File: config.mk
export PLATFORM = sky130hd
export DESIGN_NAME = loop_controller_flat
export DESIGN_NICKNAME = d
export VERILOG_FILES = /design/src/rtl/loop_controller_if.sv /design/src/rtl/loop_controller.sv /design/src/flat_wrapper.sv
export SDC_FILE = /design/constraint.sdc
export NUM_CORES = 1
export LEC_CHECK = 0
export ABC_AREA = 1
export CELL_PAD_IN_SITES_DETAIL_PLACEMENT = 1
export CELL_PAD_IN_SITES_GLOBAL_PLACEMENT = 1
export CORE_UTILIZATION = 36
export CTS_BUF_LIST = sky130_fd_sc_hd__clkbuf_8 sky130_fd_sc_hd__clkbuf_16
export DETAILED_ROUTE_END_ITERATION = 8
export GPL_TIMING_DRIVEN = 0
export PLACE_DENSITY = 0.89
export SYNTH_ARGS = -nofsm -noshare
export SYNTH_HDL_FRONTEND = slang
export SYNTH_SLANG_ARGS = --single-unit
File: constraint.sdc
create_clock -name clk -period 2.1 [get_ports clk]
set_clock_uncertainty 0.05 [all_clocks]
set_input_delay 0.42 -clock clk [delete_from_list [all_inputs] [get_ports clk]]
set_output_delay 0.42 -clock clk [all_outputs]
set_load 0.1 [all_outputs]
File: src/rtl/loop_controller_if.sv
// Handshake bundle between the loop controller and its
// driver side: loop request, counter feedback and counter controls.
interface loop_controller_if #(
  parameter int WIDTH = 8
);
  logic             start;
  logic [WIDTH-1:0] base;
  logic [WIDTH-1:0] limit;
  logic [WIDTH-1:0] reps;
  logic             stall;
  logic             abort;
  logic [WIDTH-1:0] q;
  logic             cep;
  logic             cet;
  logic             pe_n;
  logic [WIDTH-1:0] d;
  logic             busy;
  logic             done;
  logic [WIDTH-1:0] iter;

  modport master (
    output start, base, limit, reps,
    output stall, abort, q,
    input  cep, cet, pe_n, d,
    input  busy, done, iter
  );

  modport slave (
    input  start, base, limit, reps,
    input  stall, abort, q,
    output cep, cet, pe_n, d,
    output busy, done, iter
  );
endinterface

File: src/rtl/loop_controller.sv
// Hardware loop engine: sweeps an external loadable counter
// from base to limit, reps times, then pulses done.
module loop_controller #(
  parameter int WIDTH = 8
) (
  input  logic             clk,
  input  logic             rst,
  loop_controller_if.slave bus
);

  typedef enum logic [1:0] {
    IDLE,
    LOAD,
    RUN
  } state_t;

  state_t           state;
  logic [WIDTH-1:0] base_r;
  logic [WIDTH-1:0] limit_r;
  logic [WIDTH-1:0] reps_r;
  logic [WIDTH-1:0] iter_r;
  logic             done_r;
  logic             busy_r;

  logic [WIDTH-1:0] iter_inc;
  logic             at_end;
  logic             last;
  logic             cep;
  logic             pe_n;

  assign iter_inc = iter_r + 1'b1;
  assign at_end   = (bus.q == limit_r);
  assign last     = (iter_inc == reps_r);

  // Abort wins over everything; load overrides count.
  always_comb begin
    cep  = 1'b0;
    pe_n = 1'b1;
    unique case (state)
      LOAD: begin
        if (!bus.abort) pe_n = 1'b0;
      end
      RUN: begin
        if (!bus.abort && !bus.stall) begin
          if (!at_end)   cep  = 1'b1;
          else if (!last) pe_n = 1'b0;
        end
      end
      default: ;
    endcase
  end

  assign bus.cep  = cep;
  assign bus.cet  = cep;
  assign bus.pe_n = pe_n;
  assign bus.d    = base_r;
  assign bus.busy = busy_r;
  assign bus.done = done_r;
  assign bus.iter = iter_r;

  always_ff @(posedge clk or posedge rst) begin
    if (rst) begin
      state   <= IDLE;
      base_r  <= '0;
      limit_r <= '0;
      reps_r  <= '0;
      iter_r  <= '0;
      done_r  <= 1'b0;
      busy_r  <= 1'b0;
    end else begin
      done_r <= 1'b0;
      unique case (state)
        IDLE: begin
          if (bus.start && !bus.abort) begin
            iter_r <= '0;
            if (bus.reps != '0) begin
              base_r  <= bus.base;
              limit_r <= bus.limit;
              reps_r  <= bus.reps;
              state   <= LOAD;
              busy_r  <= 1'b1;
            end else begin
              done_r <= 1'b1;
            end
          end
        end
        LOAD: begin
          if (bus.abort) begin
            state  <= IDLE;
            busy_r <= 1'b0;
          end else begin
            state <= RUN;
          end
        end
        RUN: begin
          if (bus.abort) begin
            state  <= IDLE;
            busy_r <= 1'b0;
          end else if (!bus.stall && at_end) begin
            iter_r <= iter_inc;
            if (last) begin
              done_r <= 1'b1;
              state  <= IDLE;
              busy_r <= 1'b0;
            end
          end
        end
        default: begin
          state  <= IDLE;
          busy_r <= 1'b0;
        end
      endcase
    end
  end

endmodule

File: src/flat_wrapper.sv
// flat-port wrapper written by rule: the top's interface ports become plain ports
module loop_controller_flat 
#(
  parameter int WIDTH = 8
)
  (clk, rst, bus_start, bus_base, bus_limit, bus_reps, bus_stall, bus_abort, bus_q, bus_cep, bus_cet, bus_pe_n, bus_d, bus_busy, bus_done, bus_iter);
  loop_controller_if #(.WIDTH(WIDTH)) bus_i ();
  input  logic clk;
  input  logic rst;
  input wire logic [$bits(bus_i.start)-1:0] bus_start;
  input wire logic [$bits(bus_i.base)-1:0] bus_base;
  input wire logic [$bits(bus_i.limit)-1:0] bus_limit;
  input wire logic [$bits(bus_i.reps)-1:0] bus_reps;
  input wire logic [$bits(bus_i.stall)-1:0] bus_stall;
  input wire logic [$bits(bus_i.abort)-1:0] bus_abort;
  input wire logic [$bits(bus_i.q)-1:0] bus_q;
  output wire logic [$bits(bus_i.cep)-1:0] bus_cep;
  output wire logic [$bits(bus_i.cet)-1:0] bus_cet;
  output wire logic [$bits(bus_i.pe_n)-1:0] bus_pe_n;
  output wire logic [$bits(bus_i.d)-1:0] bus_d;
  output wire logic [$bits(bus_i.busy)-1:0] bus_busy;
  output wire logic [$bits(bus_i.done)-1:0] bus_done;
  output wire logic [$bits(bus_i.iter)-1:0] bus_iter;
  assign bus_i.start = bus_start;
  assign bus_i.base = bus_base;
  assign bus_i.limit = bus_limit;
  assign bus_i.reps = bus_reps;
  assign bus_i.stall = bus_stall;
  assign bus_i.abort = bus_abort;
  assign bus_i.q = bus_q;
  assign bus_cep = bus_i.cep;
  assign bus_cet = bus_i.cet;
  assign bus_pe_n = bus_i.pe_n;
  assign bus_d = bus_i.d;
  assign bus_busy = bus_i.busy;
  assign bus_done = bus_i.done;
  assign bus_iter = bus_i.iter;
  loop_controller #(.WIDTH(WIDTH)) u_core (.clk(clk), .rst(rst), .bus(bus_i));
endmodule
# After elaboration in Yosys (flattened, before gate mapping)
# Cells that the tools add are included.
[classes]
muxes = 31
eq_ne = 11
n_addsub = 1
reduce_logical = 12
[op_table]
columns = ["op", "n"]
rows = [
  ["$mux W8", 3],
  ["$mux W1", 17],
  ["$eq A8 B8 Y1", 2],
  ["$pmux W8 S2", 1],
  ["$mux W2", 6],
  ["$add A8 B1 Y8 const B", 1],
  ["$reduce_and A4 Y1", 2],
  ["$reduce_bool A8 Y1", 1],
  ["$ne A2 B1 Y1 const B", 3],
  ["$ne A3 B2 Y1 const B", 2],
  ["$pmux W2 S3", 1],
  ["$reduce_and A5 Y1", 1],
  ["$ne A2 B2 Y1 const B", 2],
  ["$pmux W1 S2", 2],
  ["$logic_and A1 B1 Y1", 3],
  ["$pmux W1 S3", 1],
  ["$reduce_and A3 Y1", 1],
  ["$eq A2 B1 Y1 const B", 1],
  ["$eq A2 B2 Y1 const B", 1],
  ["$logic_not A1 Y1", 2],
  ["$logic_not A2 Y1", 1],
  ["$reduce_bool A2 Y1", 1],
]
[word_totals]
wordCells = 62
reg_bits = 36

# Longest topological paths before layout
# Gate-level depths: netlist (run 1).
[logic_depth]
word_depth = 6
mapped_depth = 14

# Worst setup path before layout (run 1)
# OpenSTA, ideal clock, no wires.
[synth_path]
path_type = "register -> output"
start = "register u_core.iter_r[0], in the netlist u_core.bus.iter[0]"
end = "output port bus_pe_n"
required_ns = 1.630
path_stages_with_launch = 11
path_slack_ns = -1.276
t_arrival_ns = 2.906
path_cell_list = "dfrtp_1 -> ha_1 -> nand2_4 -> nor2_4 -> nand2_1 -> nand2_1 -> nand3_1 -> nand3_1 -> nor2_2 -> nand3_1 -> nand4_1"
[synth_between]
elab_chain_len = 6
[synth_lines]
columns = ["element", "line", "rtl"]
rows = [
  ["from (decl)", "loop_controller.sv:21", "logic [WIDTH-1:0] iter_r;"],
  ["from (signal assigned)", "loop_controller.sv:100", "iter_r <= iter_inc;"],
  ["$add A8 B1 Y8", "loop_controller.sv:31", "assign iter_inc = iter_r + 1'b1;"],
  ["$eq A8 B8 Y1", "loop_controller.sv:33", "assign last = (iter_inc == reps_r);"],
  ["$mux W1", "loop_controller.sv:46", "else if (!last) pe_n = 1'b0;"],
  ["$mux W1", "loop_controller.sv:45", "if (!at_end) cep = 1'b1;"],
  ["$mux W1", "loop_controller.sv:44", "if (!bus.abort && !bus.stall) begin"],
  ["$pmux W1 S2", "loop_controller.sv:39", "unique case (state)"],
  ["to (decl)", "flat_wrapper.sv:19", "output wire logic [$bits(bus_i.pe_n)-1:0] bus_pe_n;"],
]
# Every way passes these cells.

# Worst setup path in the final report (run 1)
[layout_path]
start = "register u_core.iter_r[1], in the netlist u_core.bus.iter[1]"
end = "output port bus_pe_n"
# Same word-level chain as after synthesis.

==> metrics.md, run 1 <==
| Metric | Value |
|---|---|
| Top post-synthesis cells by count | `nand2_1, dfrtp_1, nand3_1` |
| CTS tree | `yes` |
| Final WL | `6.975 mm` |
| Die width | `79.09 um` |
| Core Region | `5608 um2` |
| Post-synth top area cell | `dfrtp_1` |
| Synth async-reset ratio | `100.0%` |
| Syn Inst Count | `244` |
| Area Growth Syn to Fin | `51.52%` |
| Initial antenna violation count | `0` |
| Post-synth EDFFs | `0` |
| Worst Path Required | `1630 ps` |
| First-pass detailed-route iteration total | `4` |
| Die ar. | `6255 um2` |
| Worst slack at placement | `-1229 ps` |
| Bufs and invs on worst path | `1` |
| Routability cong. | `0.8070` |
| Hold Path Class | `flip-flop to flip-flop` |
| Synth unique cells | `31` |
| Cell area after synthesis | `2140 um2` |
| Net Sw Power | `0.002289 W` |
| Cts bufs inserted | `5` |
| Syn. warnings | `0` |
| CP delay by family, top | `simple AND/OR/NAND/NOR gates` |
| Final Max Slew Viols | `0` |
| Int Pwr | `0.002033 W` |
| Design Power | `0.004321 W` |
| Comb pwr share | `60.6%` |
| Worst skew pair latency | `300 ps` |
| Max Cap Viol | `0` |
| Clock-pin slew on the worst setup and hold paths | `90 ps` |
| Crit path DAT | `2140 ps` |
| Hold WS | `466.3 ps` |
| Largest net degree at the start of global routing | `37` |
| Fmax | `382.7 MHz` |
| CTS max path bufs | `2` |
| CP Class | `flip-flop to output port` |
| DR WL/cell | `17.26 um` |
| Standard-cell rows | `27` |
| Post-route minimum period | `2613 ps` |
| DR vias | `2,087` |
| H-tree depth | `2` |
| GRT Total Usage | `22.85%` |
| Effective utilization at floorplan | `38.15%` |
| Sequential area share after synthesis | `42.11%` |
| CTS Hold Bufs | `0` |
| DRT antenna net count | `0` |
| M3 GR Usage | `5.517%` |
| Fin crit share | `124.4%` |
| Share of the synthesized area in the top cell type | `42.11%` |
| Final Net Count | `372` |
| CP max-delay cell | `dfrtp_4` |
| Clock sinks | `36` |
| IO Pins | `58` |
| Worst slew pin tran | `993.8 ps` |
| Max FO, Critical Path | `4` |
| Switching Fraction | `52.96%` |
| Met1 usage | `23.55%` |
| Final setup violation count | `21` |
| Met2 Use GR | `44.31%` |
| Layout cells sized above 1 | `36.75%` |
| Crit path top cell by count | `nand3_2` |
| Grt total ovfl | `0` |
| Area post-placement | `2863 um2` |
| GRT busiest layer | `met2` |
| Unrepaired setup endpoints after global routing | `yes` |
| Failing checks | `negative setup slack` |
| R2R Setup Slk | `-380 ps` |
| Die Y | `79.09 um` |
| Clock network fraction of total power | `12.4%` |
| DR DRC count | `0` |
| Post-layout util | `57.81%` |
| Final hold vios | `0` |
| DR iter-0 viols | `46` |
| Antenna diodes | `0` |
| Global-route wire length before repair | `11.00 mm` |
| Count of input and output buffers | `57` |
| Count leader, synth | `nand2_1` |
| Root Buffer | `clkbuf_8` |
| Final HPWL from detailed placement | `4.380 mm` |
| Setup crit start kind | `flip-flop` |
| Status | `finished with violations` |
| Syn Area/Cell | `8.769 um2` |
| Synthesized flop and latch total | `36` |
| Final WS setup | `-512.9 ps` |
| Max incr delay on CP | `520 ps` |
| Post-synthesis net count | `285` |
| Main synth FF type | `dfrtp_1` |
| CP Cell Sequence | `ha_4 -> or2_4 -> nand3_2 -> nand2_2 -> nor2_1 -> nand2_1 -> nor2_2 -> nand3_2 -> nand4_1 -> buf_12` |
| Synth top area cells | `dfrtp_1, mux2_2, nand2_1` |
| Vias per inst | `5.166` |
| Pwr dens | `1333 nW/um2` |
| Final instance area | `3242 um2` |
| Sequential Power Share | `27.0%` |
| Number of global-route vias before repair | `2,339` |
| Leakage | `1.436 nW` |
| Slew headroom | `34.01%` |
| CP Capture Type | `output port` |
| Peak supply drop | `1034 uV` |
-- logic make-up after synthesis --
group                    share of synthesized area [%]
AND/OR/NAND/NOR                                  28.77
flip-flops                                       42.11
buffers and inverters                            6.257
AO/OA/AOI/OAI                                    6.843
multiplexers                                     10.00
XOR/XNOR                                         3.684
adder cells (fa/ha/maj)                          2.339
-- area by class of cell --
class	count	area, um2
fillers	666	2366
multi-input cells	180	1232
flip-flops and latches	36	918.4
repair buffers	81	779.5
well taps	72	90.09
inverters	21	78.83
clock buffers	5	68.82
plain buffers	6	50.05
clock inverters	3	23.77
-- stage by stage --
stage | std cells | setup TNS, ps
3_5_place_dp | 373 | -13370
4_1_cts | 399 | -1205
2_1_floorplan | 244 | -750.9
6_report | 404 | -1477
3_3_place_gp | 373 | -14760
5_1_grt | 404 | -2907
-- metal layers --
| layer | part of all wire, % | wire, um |
|---|---|---|
| met4 | 2.4 | 165 |
| met3 | 4.2 | 294 |
| met5 | 0 | 0 |
| met2 | 54 | 3743 |
| met1 | 40 | 2772 |
-- placed cells by master (no fill, tap or decap), types with 6 or more instances in the layout --
cell type / Yosys / routed
a21oi_1: 7 / 7
buf_4: 3 / 18
buf_6: 2 / 10
clkdlybuf4s50_1: 0 / 28
dfrtp_1: 36 / 28
dlygate4sd2_1: 0 / 23
inv_1: 19 / 17
mux2_2: 19 / 19
nand2_1: 51 / 44
nand2_2: 7 / 13
nand3_1: 31 / 26
nand3_2: 1 / 6
nor2_1: 18 / 14
o21ai_2: 8 / 8
xor2_1: 8 / 8
-- what timing repair did --
| action | CTS | global route |
|---|---|---|
| gates resized for setup | 69 | 21 |
| pin swaps | 19 | 16 |
| cloned | 0 | 0 |
| buffers inserted | 19 | 13 |
| endpoints found under the setup margin | 38 | 32 |
-- power groups by stage --
stage	Combinational, W	Clock (W)	Sequential [W]
after floorplan	0.00112	0	0.00187
after CTS	0.00247	0.000545	0.00115
after global routing	0.00278	0.000566	0.00120
final	0.00262	0.000534	0.00117
after global placement	0.00234	0	0.00116
after detailed placement	0.00240	0	0.00119
-- flip-flops by register name (all words and copies together) (netlist names) --
register and flops:
u_core.bus.iter 8, u_core.limit_r 8, u_core.bus.busy 1, u_core.bus.done 1, u_core.state 2, u_core.bus.d 8, u_core.reps_r 8
-- path summary, 6_finish.rpt --
check / to / cells past startpoint / startpoint
max in group asynchronous: u_core.bus.iter[2] / 2 / rst
hold / removal: u_core.bus.d[6] / 1 / u_core.bus.d[6]
min in group asynchronous: u_core.bus.d[0] / 2 / rst
setup / recovery: bus_pe_n / 10 / u_core.bus.iter[1]
setup reg to reg: u_core.bus.done / 16 / u_core.bus.iter[1]
hold reg to reg: u_core.bus.d[6] / 1 / u_core.bus.d[6]
Note: power is estimated with default switching activity, not from simulation.
==> run 2: changes to the inputs <==
--- a/config.mk
+++ b/config.mk
@@ -6,13 +6,14 @@
 export NUM_CORES = 1
 export LEC_CHECK = 0
 export ABC_AREA = 1
+export CAP_MARGIN = 20
 export CELL_PAD_IN_SITES_DETAIL_PLACEMENT = 1
-export CELL_PAD_IN_SITES_GLOBAL_PLACEMENT = 1
-export CORE_UTILIZATION = 36
+export CELL_PAD_IN_SITES_GLOBAL_PLACEMENT = 2
+export CORE_UTILIZATION = 28
 export CTS_BUF_LIST = sky130_fd_sc_hd__clkbuf_8 sky130_fd_sc_hd__clkbuf_16
 export DETAILED_ROUTE_END_ITERATION = 8
 export GPL_TIMING_DRIVEN = 0
-export PLACE_DENSITY = 0.89
+export PLACE_DENSITY = 0.87
 export SYNTH_ARGS = -nofsm -noshare
 export SYNTH_HDL_FRONTEND = slang
 export SYNTH_SLANG_ARGS = --single-unit
==> metrics.md, run 2 (same netlist as run 1, synthesis figures left out) <==
| Metric | Value |
|---|---|
| Standard-cell rows | `31 (+15%)` |
| Largest net degree at the start of global routing | `37 (unchanged)` |
| Final WS setup | `-454.7 ps (+58.21 ps)` |
| R2R cell count | `17 (+1)` |
| Worst reg2reg path startpoint | `u_core.bus.iter[0]` |
| Count of input and output buffers | `57 (unchanged)` |
| CP delay by family, top | `simple AND/OR/NAND/NOR gates` |
| Final Net Count | `366 (-1.6%)` |
| Vias per inst | `4.562 (-12%)` |
| CP Cell Sequence | `ha_4 -> nand2_4 -> nor2_4 -> nand2_2 -> nand2_2 -> nor2_2 -> nor2_2 -> nand2_2 -> nor2_4 -> nand3_2 -> nand4_1 -> buf_12` |
| Final hold vios | `0 (unchanged)` |
| DRT antenna net count | `0 (unchanged)` |
| Commonest non-fill, non-tap cell in the layout | `nand2_1` |
| Final Max Slew Viols | `0 (unchanged)` |
| Effective utilization at floorplan | `29.19% (-9.0 points)` |
| Setup crit start kind | `flip-flop` |
| Final instance area | `3283 um2 (+1.3%)` |
| Root Buffer | `clkbuf_8` |
| FF-to-FF End | `u_core.state[1]` |
| Area Growth Syn to Fin | `53.45%` |
| CTS tree | `yes` |
| IO Pins | `58 (unchanged)` |
| M3 GR Usage | `4.709% (-0.81 points)` |
| Crit path DAT | `2080 ps (-60 ps)` |
| Post-layout util | `44.79% (-13 points)` |
| Final HPWL from detailed placement | `4.309 mm (-1.6%)` |
| Crit path top cell by count | `nand2_2` |
| Antenna diodes | `0 (unchanged)` |
| Peak supply drop | `986.7 uV (-4.6%)` |
| Number of global-route vias before repair | `2,139 (-8.6%)` |
| Die Y | `89.42 um (+13%)` |
| Most frequent cells in the layout | `nand2_1, clkdlybuf4s50_1, dfrtp_1` |
| Post-route minimum period | `2555 ps (-58.21 ps)` |
| Global-route wire length before repair | `10.11 mm (-8.1%)` |
| CP Capture Type | `output port` |
| Worst slew pin tran | `969.2 ps (-24.54 ps)` |
| Worst skew pair latency | `290 ps (about the same)` |
| Design Power | `0.004611 W (+6.7%)` |
| Grt total ovfl | `0 (unchanged)` |
| CP max-delay cell | `dfrtp_4` |
| Die width | `89.42 um (+13%)` |
| GRT Total Usage | `16.61% (-6.2 points)` |
| GRT busiest layer | `met2` |
| Layout cells sized above 1 | `36.20% (-0.55 points)` |
| CP Class | `flip-flop to output port` |
| Routability cong. | `0.7716 (-4.4%)` |
| Dpl cells | `400 (+7.2%)` |
| Clock sinks | `36 (unchanged)` |
| Slew headroom | `35.64% (+1.6 points)` |
| Worst Setup EP | `bus_pe_n` |
| First-pass detailed-route iteration total | `3 (-1)` |
| CTS max path bufs | `2 (unchanged)` |
| Leakage | `1.447 nW (+0.71%)` |
| DR DRC count | `0 (unchanged)` |
| DR vias | `1,939 (-7.1%)` |
| Crit path depth | `12 (+2)` |
| Unrepaired setup endpoints after global routing | `yes` |
| Met1 usage | `19.16% (-4.4 points)` |
| Non-filler instance count after layout | `425 (+5.2%)` |
| Fin crit share | `121.7% (-2.8 points)` |
| Core Region | `7331 um2 (+31%)` |
| Max Cap Viol | `0 (unchanged)` |
| Bufs and invs on worst path | `1 (unchanged)` |
| Initial antenna violation count | `0 (unchanged)` |
| Failing checks | `negative setup slack` |
| Met2 Use GR | `29.49% (-15 points)` |
| Clock-pin slew on the worst setup and hold paths | `80 ps (about the same)` |
| R2R Setup Slk | `-220 ps (+160 ps)` |
| Fmax | `391.4 MHz (+2.3%)` |
| Area post-placement | `2897 um2 (+1.2%)` |
| Worst Path Required | `1630 ps (about the same)` |
| Max FO, Critical Path | `4 (unchanged)` |
| Pwr dens | `1404 nW/um2 (+5.4%)` |
| Final WL | `5.918 mm (-15%)` |
| Max incr delay on CP | `450 ps (-70 ps)` |
| DR iter-0 viols | `33 (-28%)` |
| DR WL/cell | `13.92 um (-19%)` |
| Status | `finished with violations` |
| Hold Path Class | `flip-flop to flip-flop` |
| Final setup violation count | `5 (-76%)` |
| H-tree depth | `2 (unchanged)` |
| CP Launch Point | `u_core.bus.iter[1]` |
| Die ar. | `7995 um2 (+28%)` |
| Cts bufs inserted | `5 (unchanged)` |
-- run 2: changes by cell type in the layout (fill, tap and decap cells not counted), sizes merged --
cell / before / now
clkinv: 1 / 0
dlygate4sd2: 23 / 22
buf: 32 / 26
bufinv: 0 / 3
clkinvlp: 2 / 0
clkdlybuf4s15: 2 / 3
-- run 2: cell type report --
| cell class | count | area (um2) |
|---|---|---|
| clock inverters | 3 | 90.09 |
| inverters | 21 | 78.83 |
| multi-input cells | 180 | 1227 |
| repair buffers | 74 | 705.7 |
| well taps | 99 | 123.9 |
| plain buffers | 7 | 70.07 |
| clock buffers | 5 | 68.82 |
| flip-flops and latches | 36 | 918.4 |
| fillers | 836 | 4048 |
-- run 2: repair_timing --
| action | in CTS | in global routing |
|---|---|---|
| resized for setup | 68 | 18 |
| endpoints found under the setup margin | 40 | 32 |
| hold buffers | 0 | 0 |
| pin swaps | 23 | 25 |
| buffers inserted | 12 | 8 |
| hold endpoints to repair | 0 | 0 |
-- run 2: routing by layer --
layer / up-vias / wire length, um
li1: 971 / -
met1: 911 / 2527
met2: 48 / 2944
met3: 9 / 356
met4: 0 / 90
met5: - / 0
-- run 2: metrics by stage --
step           hold WS, ps  TNS (ps)  worst slack [ps]
2_1_floorplan        418.0    -750.9            -728.4
3_3_place_gp         422.9    -16730             -1165
3_5_place_dp         430.5    -12620             -1195
4_1_cts              449.6     -2097            -539.3
5_1_grt              470.1     -1767            -619.2
6_report             430.8     -1081            -454.7
-- run 2: worst min-delay path, stage by stage, from the launching register on --
cell     delay, ps
dfrtp_1        340
nand2_1         50
nand2_1         50
-- run 2: how the worst min path moves through the flow --
| stage | startpoint | end | slack (ps) | cells past startpoint |
|---|---|---|---|---|
| 6_report | u_core.bus.busy | u_core.bus.busy | 430 | 2 |
| 5_1_grt | u_core.bus.busy | u_core.bus.busy | 470 | 2 |
| 4_1_cts | u_core.bus.busy | u_core.bus.busy | 450 | 2 |
| 3_5_place_dp | u_core.bus.busy | u_core.bus.busy | 430 | 2 |
| 3_3_place_gp | u_core.bus.busy | u_core.bus.busy | 420 | 2 |
| 2_1_floorplan | u_core.state[0] | u_core.state[0] | 420 | 2 |
-- run 2: power breakdown --
part / internal [W] / total (W) / switching (W) / leakage [nW]
combinational: 0.000850 / 0.00258 / 0.00173 / 0.941
clock: 0.000595 / 0.000871 / 0.000276 / 0.0784
sequential: 0.000973 / 0.00116 / 0.000188 / 0.427
==> run 3: changes to the inputs <==
--- a/config.mk
+++ b/config.mk
@@ -12,7 +12,6 @@
 export CORE_UTILIZATION = 28
 export CTS_BUF_LIST = sky130_fd_sc_hd__clkbuf_8 sky130_fd_sc_hd__clkbuf_16
 export DETAILED_ROUTE_END_ITERATION = 8
-export GPL_TIMING_DRIVEN = 0
 export PLACE_DENSITY = 0.87
 export SYNTH_ARGS = -nofsm -noshare
 export SYNTH_HDL_FRONTEND = slang
==> metrics.md, run 3 (same netlist as run 1, synthesis figures left out) <==
| Metric | Value |
|---|---|
| Status | `finished with violations` |
| Failing checks | `negative setup slack` |
| Initial antenna violation count | `0 (unchanged)` |
| Sequential Power Share | `26.3% (+1.1 points)` |
| Bufs and invs on worst path | `1 (unchanged)` |
| Final Max Slew Viols | `0 (unchanged)` |
| Worst slew pin tran | `541.6 ps (-427.6 ps)` |
| Comb pwr share | `61.8% (+5.9 points)` |
| Design Power | `0.004448 W (-3.5%)` |
| Core Region | `7331 um2 (unchanged)` |
| TNS Setup | `-1229 ps (-147.8 ps)` |
| Die ar. | `7995 um2 (unchanged)` |
| Hold Path Class | `primary input to async pin` |
| Count of input and output buffers | `57 (unchanged)` |
| Layout cells sized above 1 | `43.75% (+7.6 points)` |
| Final Net Count | `392 (+7.1%)` |
| Worst Path Required | `1630 ps (about the same)` |
| IO Pins | `58 (unchanged)` |
| Post-layout util | `46.90% (+2.1 points)` |
| Number of global-route vias before repair | `2,219 (+3.7%)` |
| Final WS setup | `-483.6 ps (-28.90 ps)` |
| Effective utilization at floorplan | `29.19% (unchanged)` |
| CTS Hold Bufs | `0 (unchanged)` |
| Max Cap Viol | `0 (unchanged)` |
| Final WL | `6.457 mm (+9.1%)` |
| Leakage | `1.529 nW (+5.7%)` |
| R2R cell count | `16 (-1)` |
| FF-to-FF End | `u_core.bus.done` |
| Peak supply drop | `1154 uV (+17%)` |
| Most frequent cells in the layout | `buf_4, nand2_1, nand3_1, clkdlybuf4s50_1, dfrtp_1` |
| DR vias | `2,068 (+6.7%)` |
| Grt total ovfl | `0 (unchanged)` |
| Vias per inst | `4.585 (+0.50%)` |
| Standard-cell rows | `31 (unchanged)` |
| Max FO, Critical Path | `3 (-1)` |
| CP Cell Sequence | `ha_4 -> or2_4 -> nand3_2 -> nand2_2 -> nor2_2 -> nand2_1 -> nor2_2 -> nand3_2 -> nand4_1 -> buf_12` |
| Root Buffer | `clkbuf_8` |
| Worst reg2reg path startpoint | `u_core.bus.iter[1]` |
| H-tree depth | `2 (unchanged)` |
| Final HPWL from detailed placement | `4.699 mm (+9.1%)` |
| CP delay by family, top | `simple AND/OR/NAND/NOR gates` |
| Final hold vios | `0 (unchanged)` |
| # fillers | `821 (-1.8%)` |
| Area Growth Syn to Fin | `60.70%` |
| Unrepaired setup endpoints after global routing | `yes` |
| Cts bufs inserted | `5 (unchanged)` |
| Worst slack at placement | `-443.7 ps (+751.3 ps)` |
| Antenna diodes | `0 (unchanged)` |
| CTS max path bufs | `2 (unchanged)` |
| Largest net degree at the start of global routing | `24 (-35%)` |
| Fin crit share | `123.0% (+1.4 points)` |
| Clock sinks | `36 (unchanged)` |
| DR WL/cell | `14.32 um (+2.8%)` |
| GRT Total Usage | `17.63% (+1.0 points)` |
| Setup crit start kind | `flip-flop` |
| Die width | `89.42 um (unchanged)` |
| Crit path DAT | `2110 ps (+30 ps)` |
| CP max-delay cell | `dfrtp_4` |
| CP Class | `flip-flop to output port` |
| Fmax | `387.1 MHz (-1.1%)` |
| CTS tree | `yes` |
| Clock-pin slew on the worst setup and hold paths | `80 ps (about the same)` |
| Global-route wire length before repair | `10.45 mm (+3.3%)` |
| CP Capture Type | `output port` |
| Die Y | `89.42 um (unchanged)` |
| R2R Setup Slk | `-460 ps (-240 ps)` |
| Routability cong. | `0.7866 (+1.9%)` |
| Clock network fraction of total power | `12.0% (-6.9 points)` |
| Worst skew pair latency | `300 ps (about the same)` |
| Post-route minimum period | `2584 ps (+28.90 ps)` |
| Max incr delay on CP | `500 ps (+50 ps)` |
| DRT antenna net count | `0 (unchanged)` |
| First-pass detailed-route iteration total | `4 (+1)` |
| Commonest non-fill, non-tap cell in the layout | `buf_4` |
| DR iter-0 viols | `40 (+21%)` |
| Slew headroom | `63.72% (+28 points)` |
| Int Pwr | `0.002185 W (-9.6%)` |
| DR DRC count | `0 (unchanged)` |
| Final setup violation count | `3 (-2)` |
| Pwr dens | `1294 nW/um2 (-7.9%)` |
| Net Sw Power | `0.002263 W (+3.2%)` |
| CP Launch Point | `u_core.bus.iter[1]` |
| Switching Fraction | `50.87% (+3.3 points)` |
## run 3: changes by cell type in the layout (fill, tap and decap cells not counted), sizes merged
| cell | delta |
|---|---|
| clkbuf | -2 |
| bufinv | -3 |
| dlygate4sd2 | -14 |
| clkinv | +1 |
| clkinvlp | +2 |
| buf | +45 |
| clkdlybuf4s15 | -3 |
## run 3: final cells by class
cell class              count  area, um2  area share [%]
clock buffers               5      68.82           2.001
clock inverters             3      23.77          0.6914
multi-input cells         180       1219           35.44
well taps                  99      123.9           3.603
flip-flops and latches     36      918.4           26.71
repair buffers            107       1006           29.26
inverters                  21      78.83           2.293
## run 3: power groups by stage
stage          Combinational [W]  Sequential [W]  Clock (W)
3_5_place_dp             0.00256         0.00117          0
5_1_grt                  0.00292         0.00120   0.000573
4_1_cts                  0.00266         0.00116   0.000551
6_report                 0.00275         0.00117   0.000532
2_1_floorplan            0.00112         0.00187          0
3_3_place_gp             0.00250         0.00116          0
## run 3: metrics by stage
stage | cells | hold slack [ps] | cell area [um2]
2_1_floorplan | 244 | 418.0 | 2202
3_3_place_gp | 427 | 435.3 | 3132
3_5_place_dp | 427 | 425.3 | 3132
4_1_cts | 449 | 407.0 | 3347
5_1_grt | 451 | 419.2 | 3438
6_report | 451 | 387.3 | 3438
## run 3: how the worst max path moves through the flow
stage,slack [ps],end,cells past startpoint
finish,-480,bus_pe_n,10
global route,-580,bus_pe_n,12
CTS,-540,bus_pe_n,10
detailed placement,-440,bus_pe_n,9
global placement,-370,bus_pe_n,9
floorplan,-730,bus_pe_n,10
## run 3: per-layer routing
layer,track usage (%),wire length [um],up-vias
li1,-,-,1021
met1,19.70,2685,983
met2,32.34,3306,54
met3,5.355,343,10
met4,4.906,121,0
met5,0,0,-
## run 3: timing repair
item / in CTS / in global routing
pin swaps: 13 / 18
cloned: 0 / 0
endpoints found under the hold margin: 0 / 0
buffers inserted: 14 / 4
resized for setup: 16 / 19
setup endpoints to repair: 3 / 26
==> edit 1 (settings of run 3) <==
`WIDTH` is set to 8 in 3 places; all go to 12.
--- a/src/rtl/loop_controller_if.sv
+++ b/src/rtl/loop_controller_if.sv
@@ -2,5 +2,5 @@
 // driver side: loop request, counter feedback and counter controls.
 interface loop_controller_if #(
-  parameter int WIDTH = 8
+  parameter int WIDTH = 12
 );
   logic             start;
--- a/src/rtl/loop_controller.sv
+++ b/src/rtl/loop_controller.sv
@@ -2,5 +2,5 @@
 // from base to limit, reps times, then pulses done.
 module loop_controller #(
-  parameter int WIDTH = 8
+  parameter int WIDTH = 12
 ) (
   input  logic             clk,
--- a/src/flat_wrapper.sv
+++ b/src/flat_wrapper.sv
@@ -2,5 +2,5 @@
 module loop_controller_flat 
 #(
-  parameter int WIDTH = 8
+  parameter int WIDTH = 12
 )
   (clk, rst, bus_start, bus_base, bus_limit, bus_reps, bus_stall, bus_abort, bus_q, bus_cep, bus_cet, bus_pe_n, bus_d, bus_busy, bus_done, bus_iter);
Ports: changed (6 resized); port bits go from 58 to 82. No check against the original RTL was run, so the function may have changed too.
==> edit 1 against run 3 <==
- the run still ends with negative setup slack left
- highest routed layer unchanged
- clock power rose by 23%
- total power rose by 29%
- wire length rose by 57%
- via count rose by 58%
- setup slack got worse by 0.096 ns
- largest power group unchanged
- design area rose by 43%
- critical path depth rose by 2
- synthesized area rose by 42%
- critical path type unchanged
- sequential cell count rose by 16
- cell count rose by 57%
==> edit 1: results <==
outcome:
  outcome: "finished, violations left"
  failed_checks: "negative setup slack"
setup_path:
  worst_ep_arrival_time_ns: 2.21
  cp_max_fo: 4
global_route:
  met1_usage_pct: 21.7
  grtUsageMet2_pct: 34.9
  grtUsageTotal_pct: 18.9
  grt_first_pass_wirelength_um: 16800
  met3_usage_pct: 3.92
cells_and_area:
  drive_above_1_share_pct: 32.0
  syn_to_final_growth_pct: 62.6
  finalNonFillerCells: 708
  nFillCells: 1303
placement:
  port_buffers: 81
  dpl.hpwl_um: 7560
  place_area_um2: 4470
  gp_congestion: 0.789
  dp.cells: 684
power_and_ir_drop:
  ir_drop_mv: 0.990
  power.leakage_uw: 0.00240
sta:
  setup_viol: 6
  holdWs_ns: 0.406
  setup_slack_ns: -0.579
synth:
  syn_area_per_cell_um2: 7.16
detailed_routing:
  via_per_inst: 4.62
edit 1: changes by cell type after synthesis, moves of 8 or more:
cell | run 3 | this run
mux2_2 | 19 | 0
inv_1 | 19 | 30
dfrtp_1 | 36 | 52
nand2_1 | 51 | 187
o21ai_0 | 2 | 21
o21ai_2 | 8 | 0
edit 1: worst max-delay path: stages, from the launching register on:
cell and delay (ns):
dfrtp_2 0.47, ha_4 0.20, nand3_4 0.10, nor2_4 0.05
nand3b_1 0.13, buf_4 0.12, nand3b_1 0.08, nand2_2 0.10
nand2_1 0.07, nor2_2 0.14, nand3_2 0.10, nand4_1 0.13
buf_12 0.19
edit 1: repair_timing:
item	CTS	global route
buffers inserted	13	8
resized for setup	27	38
pin swaps	20	29
setup endpoints to repair	6	8
cloned	0	0
edit 1: layout make-up:
class / count / area share, %
clock buffers: 5 / 1.39
flip-flops and latches: 52 / 26.7
multi-input cells: 326 / 35.2
clock inverters: 3 / 0.583
inverters: 35 / 2.89
well taps: 136 / 3.45
repair buffers: 151 / 29.8
edit 1: power groups by stage:
stage / Combinational, µW / Sequential, µW / Clock (µW)
4_1_cts: 3330 / 1650 / 675
6_report: 3410 / 1660 / 653
5_1_grt: 3690 / 1700 / 705
3_3_place_gp: 3170 / 1650 / 0
3_5_place_dp: 3250 / 1660 / 0
2_1_floorplan: 1280 / 2540 / 0
edit 1: cells by family (layout without fill, tap and decap cells):
logic type / count (synthesis) / count (layout) / share of synthesized area (%)
AND/OR/NAND/NOR: 283 / 283 / 41.2
adder cells (fa/ha/maj): 4 / 4 / 1.65
AO/OA/AOI/OAI: 28 / 28 / 4.70
flip-flops: 52 / 52 / 42.9
buffers and inverters: 46 / 194 / 6.43
XOR/XNOR: 11 / 11 / 3.18
==> edit 2 (flow settings as in run 3) <==
Without the edit above. Encoding of `state_t`: now one-hot (3 bits for 3 states).
--- a/src/rtl/loop_controller.sv
+++ b/src/rtl/loop_controller.sv
@@ -9,8 +9,8 @@
 );
 
-  typedef enum logic [1:0] {
-    IDLE,
-    LOAD,
-    RUN
+  typedef enum logic [2:0] {
+    IDLE = 3'b001,
+    LOAD = 3'b010,
+    RUN  = 3'b100
   } state_t;
 
Function: no difference found for any inputs over 10 cycles, from zero or initial values and one cycle with rst high; not proved beyond that.
==> edit 2 against run 3 <==
- register-to-register slack improved by 0.50 ns
- via count decreased by 3.3%
- largest cell class unchanged
- wire length decreased by 11%
- setup slack improved by 0.093 ns
- design area decreased by 7.4%
- non-clock buffer count decreased by 18
- sequential cell count increased by 1
- the flow still finishes with violations (negative setup slack)
- synthesized area decreased by 4.6%
- critical endpoint unchanged
- total power decreased by 23%
- critical path depth increased by 1
- fmax increased by 3.7%
- cell count increased by 0.44%
==> edit 2: results <==
outcome:
  outcome: "finished, violations left"
  failed_checks: "negative setup slack"
detailed_routing:
  via_per_inst: 4.41
  drtIter0Drc: 33
  wl_met1_um: 2570
  wl_met3_um: 204
cts:
  postCtsSetupBuffers: 8
  cts_resized: 24
global_route:
  grt_pass1_vias: 2124
  grtUsageTotal_pct: 16.8
  grt_max_degree: 30
  met1_usage_pct: 19.7
synth:
  synth-xor-area-share_pct: 3.86
  yosys-top-cells-count: "117 x nand2_1, 36 x dfrtp_1, 24 x inv_1"
  syn_nets: 306
  synth_mux_area_share_pct: 0
  synthAdderAreaFrac_pct: 0.613
  synth_cell_type_count: 30
power_and_ir_drop:
  p_clk_share_pct: 15.3
  switchingPower_uw: 1630
setup_path:
  r2r_slack_ns: 0.04
  worst-r2r-cell-count: 13
  cp_max_fo: 4
placement:
  gp_congestion: 0.783
cells_and_area:
  nFillCells: 852
  drive_above_1_share_pct: 30.3
sta:
  setup_viol: 1
  setup_slack_ns: -0.390
  maxSlewHeadroom_pct: 73.4
==> edit 2: changes by cell type after synthesis, sizes merged, moves of 3 or more <==
cell   before  now
inv        21   24
xor2        8    5
ha          4    1
mux2       19    0
nand2      60  121
nand3      32   22
nor3        0    3
a21oi       8    1
o21ai      10   13
xnor2       1    4
nor2       23   17
==> edit 2: area by class of cell <==
class,count,share of cell area [%]
clock buffers,6,2.59
clock inverters,1,0.236
inverters,25,2.95
multi-input cells,199,34.2
flip-flops and latches,37,29.8
well taps,96,3.77
repair buffers,89,26.5
==> edit 2: stage by stage <==
stage	instances	setup WS (ns)	utilization (%)	hold WS [ns]	setup TNS (ns)
2_1_floorplan	268	-0.394	-	0.412	-0.666
3_3_place_gp	438	-0.529	43.3	0.415	-3.70
3_5_place_dp	438	-0.559	43.3	0.421	-3.97
4_1_cts	453	-0.422	46.0	0.361	-0.457
5_1_grt	453	-0.499	46.1	0.407	-0.707
6_report	453	-0.390	46.1	0.359	-0.390
